--- src/rtl/key_matrix_scanner.sv ---
// 4x4 key matrix scanner: column drive, 2-flop row sync, per-key debounce, CPU KIN port.
// Samples one column per DEB_TICK clocks; a key flips after DEB_COUNT consecutive disagreeing samples.
module key_matrix_scanner #(
  parameter int DEB_TICK  = 256,
  parameter int DEB_COUNT = 4
) (
  input  logic        clk_in,
  input  logic        RESET,
  input  logic        ena,
  input  logic [3:0]  row_in_n,
  output logic [3:0]  col_n,
  input  logic [3:0]  nL,
  output logic [3:0]  KIN,
  output logic [15:0] key_state,
  output logic        key_event,
  output logic [3:0]  key_code,
  output logic        key_dir
);

  localparam logic [15:0] TICK_LAST = 16'(DEB_TICK - 1);
  localparam logic [2:0]  CNT_LIM   = 3'(DEB_COUNT);

  logic [3:0]  sync1_q, sync2_q;
  logic [3:0]  row_s;
  logic [15:0] presc_q, presc_d;
  logic [1:0]  col_q, col_d;
  logic        tick;

  logic [2:0]  cnt_q [16];
  logic [2:0]  cnt_d [16];
  logic [15:0] state_q, state_d;
  logic        event_q, event_d;
  logic [3:0]  code_q, code_d;
  logic        dir_q, dir_d;

  logic        flip_found;
  logic [3:0]  idx;
  logic [2:0]  cnt_inc;

  // Synchronizer stores the inverted (active-high) row so reset reads as "no key"
  always_ff @(posedge clk_in or negedge RESET) begin
    if (!RESET) begin
      sync1_q <= '0;
      sync2_q <= '0;
    end else begin
      sync1_q <= ~row_in_n;
      sync2_q <= sync1_q;
    end
  end

  assign row_s = sync2_q;

  always_comb begin
    tick    = ena && (presc_q == TICK_LAST);
    presc_d = presc_q;
    col_d   = col_q;
    if (ena) begin
      if (tick) begin
        presc_d = '0;
        col_d   = col_q + 2'd1;
      end else begin
        presc_d = presc_q + 16'd1;
      end
    end
  end

  // Rows are visited low to high, so the first flip seen is the lowest key index
  always_comb begin
    cnt_d      = cnt_q;
    state_d    = state_q;
    event_d    = 1'b0;
    code_d     = code_q;
    dir_d      = dir_q;
    flip_found = 1'b0;
    idx        = '0;
    cnt_inc    = '0;
    if (tick) begin
      for (int r = 0; r < 4; r++) begin
        idx     = {2'(r), col_q};
        cnt_inc = cnt_q[idx] + 3'd1;
        if (row_s[idx[3:2]] == state_q[idx]) begin
          cnt_d[idx] = '0;
        end else if (cnt_inc == CNT_LIM) begin
          cnt_d[idx]   = '0;
          state_d[idx] = ~state_q[idx];
          if (!flip_found) begin
            flip_found = 1'b1;
            event_d    = 1'b1;
            code_d     = idx;
            dir_d      = ~state_q[idx];
          end
        end else begin
          cnt_d[idx] = cnt_inc;
        end
      end
    end
  end

  always_ff @(posedge clk_in or negedge RESET) begin
    if (!RESET) begin
      presc_q <= '0;
      col_q   <= '0;
      cnt_q   <= '{default: '0};
      state_q <= '0;
      event_q <= 1'b0;
      code_q  <= '0;
      dir_q   <= 1'b0;
    end else begin
      presc_q <= presc_d;
      col_q   <= col_d;
      cnt_q   <= cnt_d;
      state_q <= state_d;
      event_q <= event_d;
      code_q  <= code_d;
      dir_q   <= dir_d;
    end
  end

  assign col_n = ~(4'b0001 << col_q);

  // KIN is a wired-OR of every CPU-selected column of debounced state
  for (genvar r = 0; r < 4; r++) begin : g_kin
    assign KIN[r] = |(state_q[r*4 +: 4] & ~nL);
  end

  assign key_state = state_q;
  assign key_event = event_q;
  assign key_code  = code_q;
  assign key_dir   = dir_q;

endmodule

--- config.mk ---
export PLATFORM = sky130hd
export DESIGN_NAME = key_matrix_scanner
export DESIGN_NICKNAME = d
export VERILOG_FILES = /design/src/rtl/key_matrix_scanner.sv
export SDC_FILE = /design/constraint.sdc
export NUM_CORES = 1
export LEC_CHECK = 0
export CAP_MARGIN = 15
export CORE_MARGIN = 10
export CORE_UTILIZATION = 62
export DETAILED_ROUTE_END_ITERATION = 8
export GPL_ROUTABILITY_DRIVEN = 0
export GPL_TIMING_DRIVEN = 1
export MAX_ROUTING_LAYER = met4
export PLACE_DENSITY = 0.84
export SLEW_MARGIN = 20
export SYNTH_ARGS = -nofsm -noshare
export SYNTH_HDL_FRONTEND = slang
export SYNTH_SLANG_ARGS = --single-unit
--- constraint.sdc ---
create_clock -name clk_in -period 7.6 [get_ports clk_in]
set_clock_uncertainty 0.1 [all_clocks]
set_input_delay 1.14 -clock clk_in [delete_from_list [all_inputs] [get_ports clk_in]]
set_output_delay 1.14 -clock clk_in [all_outputs]
set_load 0.01 [all_outputs]
==> metrics.cfg, run 1 <==
[run_status]
status=completed

[cts]
post_cts_resized=0
cts.clk_slew.worst_paths_ns=0.09
cts_hold_repair.buffers=0
cts_tree=done
clock-sinks=96
cts-root-buf=clkbuf_8
clk_path_buf_depth=2
post-cts-setup-buffers=0
cts_buffers=9
h-tree-depth=3
insertion_delay_ns=0.37

[die]
ioPinCount=41
die_w_um=106.4
die_h_um=106.4
dieArea_um2=11330
core_area_um2=7253
rows=31
initial_core_util_pct=63.88

[worst_hold_path]
hold_class=reg2reg

[logic_synthesis]
synth_commonest_cells=nand2_1, dfrtp_1, inv_1, a21oi_1, o21ai_1
synth_fp_nets=480
synth_area_leaders=dfrtp_1, nand2_1, mux4_2, ha_1, xnor2_1
synthArstFlopShare_pct=100.0
synth_area_per_cell_um2=10.16
ys.flop_type=dfrtp_1
yosys_warnings=0
seq_area_frac_synth_pct=51.85
ys_ff_latch=96
synth_edf_count=0
syn_inst=456
synth.most_common_cell=nand2_1
yosys.area.top_type=dfrtp_1
syn_area_um2=4633
yosysTopAreaCellShare_pct=51.85
yosysUniqueCellTypes=45

[global_routing]
grt_pass1_wl_mm=17.64
antenna_found_initial=0
grt-ovfl-total=0
grt.total_usage_pct=20.15
grt_pass1_vias=3583
grt_max_degree=52

[placed_design]
io_buffers=40
dp_cells=575
hpwl_mm=7.451

[cells_and_area]
final-instance-count-excl-fill=591
final_core_util_pct=72.55
area_growth_pct=13.58
drive_above_1_share_pct=9.146
finalNetCount=511
n_antenna_cell=0

[timing]
finalCritPeriodShare_pct=50.43
slew_headroom_pct=50.53
hold_violations=0
rsz0062_at_grt=no
setup_violations=0
finalMaxSlewViolations=0
fin_crit_ns=3.833
worst_pin_slew_ns=0.7403
max_freq_ghz=0.2609
tns_ns=0

[flow_run]
max_cap_violations=0

[setup_path]
critPathCaptureType=output pin
startpoint_type=primary input
cp_max_fo=4
arrival_ns=2.59
critical_path_class=in2out
worstPathRequired_ns=6.36

[routing]
post_drt_via_cell_ratio=5.797
drtIter0Drc=251
drtAntennaViolNets=0
vias=3426
drc=0
drtPass1Iterations=6
routedWlPerCell_um=18.04
wl_mm=10.66

[power_and_ir_drop]
ir_drop_uv=153.0
power.leakage_nw=2.418
powerDensity_nw_per_um2=181.5

-- report_power, final --
part           leakage [nW]  internal (mW)  switching [mW]
clock network         0.103          0.159           0.194
registers              1.30          0.529          0.0186
logic                  1.01         0.0244          0.0306
total                  2.42          0.712           0.244
-- per-stage QoR --
stage	cell area, um^2	setup WS, ns	hold slack [ns]	power [mW]
after floorplan	4633	4.593	0.2312	0.5858
after global placement	5055	3.669	0.2348	0.6100
after detailed placement	5055	3.553	0.2365	0.6130
after CTS	5263	3.761	0.2590	0.9586
after global routing	5263	3.569	0.2685	0.9864
final	5263	3.767	0.2559	0.9551
-- registers in the layout, summed over array words and instances (netlist names) --
register and cells:
key_code 4, presc_q 16, key_dir 1, key_state 16
key_event 1, sync1_q 4, cnt_q 48, col_q 2
row_s 4
-- path summary, 6_finish.rpt --
path,start,to,slack [ns],cells after the start
max in group asynchronous,RESET,col_q[1],5.63,2
max reg2reg,col_q[0],key_code[0],4.35,9
min,sync1_q[3],row_s[3],0.26,0
min reg2reg,sync1_q[3],row_s[3],0.26,0
min in group asynchronous,RESET,cnt_q[19],0.65,1
max,nL[2],KIN[1],3.77,5
-- layer usage --
metal / share of wire, % / track usage (%) / routed length, um
met4: 2.8 / 8.607 / 295
met2: 51 / 33.92 / 5482
met1: 40 / 23.01 / 4263
met5: 0 / - / 0
met3: 5.8 / 3.986 / 618
-- cell type report --
class,instances,area (um^2)
clock inverters,7,83.83
clock buffers,9,123.9
multi-input cells,309,2003
fillers,521,1991
repair buffers,43,420.4
flip-flops and latches,96,2402
inverters,28,105.1
well taps,99,123.9
-- cell families after synthesis --
family / synth area share (%)
and+or+nand+nor: 16.28
DFF: 51.85
AOI/OAI and AO/OA: 10.53
buffers and inverters: 4.915
muxes: 9.155
xor gates and xnor gates: 3.754
adders and majority gates: 3.511
-- worst max-delay path, cell delays in order --
cell             delay, ns
clkdlybuf4s50_1       0.45
inv_1                 0.10
a22oi_1               0.22
o221ai_1              0.17
clkdlybuf4s50_1       0.52
-- cell usage in the layout (no fill, tap or decap), types with 3 or more instances in the layout --
cell type,synthesis,routed
a22oi_1,4,4
dfrtp_1,96,96
ha_1,13,13
and2_1,6,6
clkbuf_8,0,9
nor2_1,16,16
nor3_1,4,4
nand2b_1,4,4
o31ai_1,8,8
a21oi_1,23,23
clkdlybuf4s50_1,0,39
inv_1,28,28
inv_6,0,3
nand2_1,126,126
o21ai_1,23,23
mux4_2,16,16
and3_1,3,3
buf_4,1,4
o21ai_0,9,9
xnor2_1,14,14
o221ai_1,4,4
xor2_1,4,4
nand3_1,7,7
(Power assumes the default switching activity.)
==> inputs of run 2 (changes only) <==
--- a/config.mk
+++ b/config.mk
@@ -7,12 +7,12 @@
 export LEC_CHECK = 0
 export CAP_MARGIN = 15
 export CORE_MARGIN = 10
-export CORE_UTILIZATION = 62
+export CORE_UTILIZATION = 52
 export DETAILED_ROUTE_END_ITERATION = 8
 export GPL_ROUTABILITY_DRIVEN = 0
 export GPL_TIMING_DRIVEN = 1
 export MAX_ROUTING_LAYER = met4
-export PLACE_DENSITY = 0.84
+export PLACE_DENSITY = 0.75
 export SLEW_MARGIN = 20
 export SYNTH_ARGS = -nofsm -noshare
 export SYNTH_HDL_FRONTEND = slang
==> constraint.sdc (replaced) <==
create_clock -name clk_in -period 3.2 [get_ports clk_in]
set_clock_uncertainty 0.1 [all_clocks]
set_input_delay 0.48 -clock clk_in [delete_from_list [all_inputs] [get_ports clk_in]]
set_output_delay 0.48 -clock clk_in [all_outputs]
set_load 0.01 [all_outputs]
==> metrics.cfg, run 2 (synthesis gave the netlist of run 1 again) <==
[power_and_ir_drop]
p_clk_share_pct=38.7
powerDensity_nw_per_um2=433.3
switchingPower_mw=0.5337
pwr-share-comb_pct=5.6
power.leakage_nw=2.482
swShare_pct=22.86
p_int_mw=1.801
ir_drop_uv=307.9
p_seq_share_pct=55.7

[cells_and_area]
finalNetCount=523
n_antenna_cell=0
regMostFlops=cnt_q
layout_common_cells=nand2_1, dfrtp_1, clkdlybuf4s50_1
final_common_cell=nand2_1
area_growth_pct=16.28
largest_reg_flops=48
final-instance-count-excl-fill=612
drive_above_1_share_pct=11.11

[cts]
cts_hold_repair.buffers=0
cts.clk_slew.worst_paths_ns=0.09
clk_path_buf_depth=2
clock-sinks=96
post-cts-setup-buffers=0
h-tree-depth=3
cts_tree=done
cts_buffers=9
post_cts_resized=0
cts-root-buf=clkbuf_8
insertion_delay_ns=0.36

[die]
initial_core_util_pct=53.39
die_w_um=114.4
rows=34
ioPinCount=41
core_area_um2=8678
dieArea_um2=13090
die_h_um=114.4

[global_routing]
grt_pass1_wl_mm=17.95
grt_pass1_vias=3480
antenna_found_initial=0
grt-ovfl-total=0
grt.total_usage_pct=17.42
grt_max_degree=55

[timing]
hold_violations=0
slew_headroom_pct=53.20
max_freq_ghz=0.3458
setup_violations=0
finalCritPeriodShare_pct=90.36
worst_pin_slew_ns=0.7020
finalMaxSlewViolations=0
tns_ns=0
worst_slack_ns=0.3085
fin_crit_ns=2.892
rsz0062_at_grt=no

[setup_path]
r2r-end=key_code[0]
reg2reg_slack_ns=0.31
critical_path_class=reg2reg
cp_max_fo=8
arrival_ns=3.03
startpoint_type=flop
worstPathRequired_ns=3.34
critPathCaptureType=flop
startpoint=col_q[0]
rr_startpoint=col_q[0]
reg2reg_depth=8

[placed_design]
dp_slack_ns=0.2927
hpwl_mm=7.608
dp_cells=596
io_buffers=40

[routing]
wl_mm=10.55
drtAntennaViolNets=0
drtIter0Drc=164
drc=0
routedWlPerCell_um=17.24
vias=3381
post_drt_via_cell_ratio=5.525
drtPass1Iterations=4

[run_status]
status=completed

[worst_hold_path]
hold_class=in2async

[flow_run]
max_cap_violations=0

[run 2: worst max path at each step]
stage / endpoint / slack [ns] / depth (start not counted)
6_report: key_code[0] / 0.31 / 8
3_3_place_gp: key_code[0] / 0.40 / 8
2_1_floorplan: key_code[0] / 0.19 / 11
4_1_cts: key_code[0] / 0.28 / 8
5_1_grt: key_code[0] / 0.11 / 7
3_5_place_dp: key_state[4] / 0.29 / 8
[run 2: critical path: stages, from the launching register on]
cell and delay (ns):
dfrtp_1 0.52, mux4_2 0.59, ha_1 0.26, nand2b_1 0.18, mux2i_4 0.19, nor2b_4 0.30
nor2_4 0.08, a31oi_4 0.23, mux2_4 0.32
[run 2: area by class of cell]
cell class                      count  area (um^2)
Timing Repair Buffer               55        510.5
Clock buffer                       12        155.1
Inverter                           28        105.1
Fill cell                         730         3291
Sequential cell                    96         2402
Tap cell                          108        135.1
Clock inverter                      4        76.32
Multi-Input combinational cell    309         2003
[run 2: routing by layer]
metal  vias to the layer above  GRT usage, %  share of wire (%)
li1                       1619             -                  -
met1                      1669         23.46                 44
met2                        85         26.39                 49
met3                         8         2.516                6.3
met4                         0         6.015               0.94
met5                         -             -                  0
[run 2: metrics by stage]
| stage | total power [mW] | util (%) | hold slack (ns) | cell area [um^2] |
|---|---|---|---|---|
| finish | 2.334 | 62.08 | 0.04949 | 5388 |
| global route | 2.420 | 62.08 | 0.1095 | 5388 |
| CTS | 2.349 | 62.08 | 0.08911 | 5388 |
| detailed placement | 1.457 | 59.41 | 0.2362 | 5156 |
| global placement | 1.448 | 59.41 | 0.2321 | 5156 |
| floorplan | 1.391 | - | 0.08441 | 4633 |
[run 2: power by group through the flow]
stage | Combinational [mW] | Clock (mW) | Sequential [mW]
after floorplan | 0.0782 | 0 | 1.31
after global placement | 0.128 | 0 | 1.32
after detailed placement | 0.136 | 0 | 1.32
after CTS | 0.135 | 0.916 | 1.30
after global routing | 0.153 | 0.961 | 1.31
final | 0.132 | 0.903 | 1.30
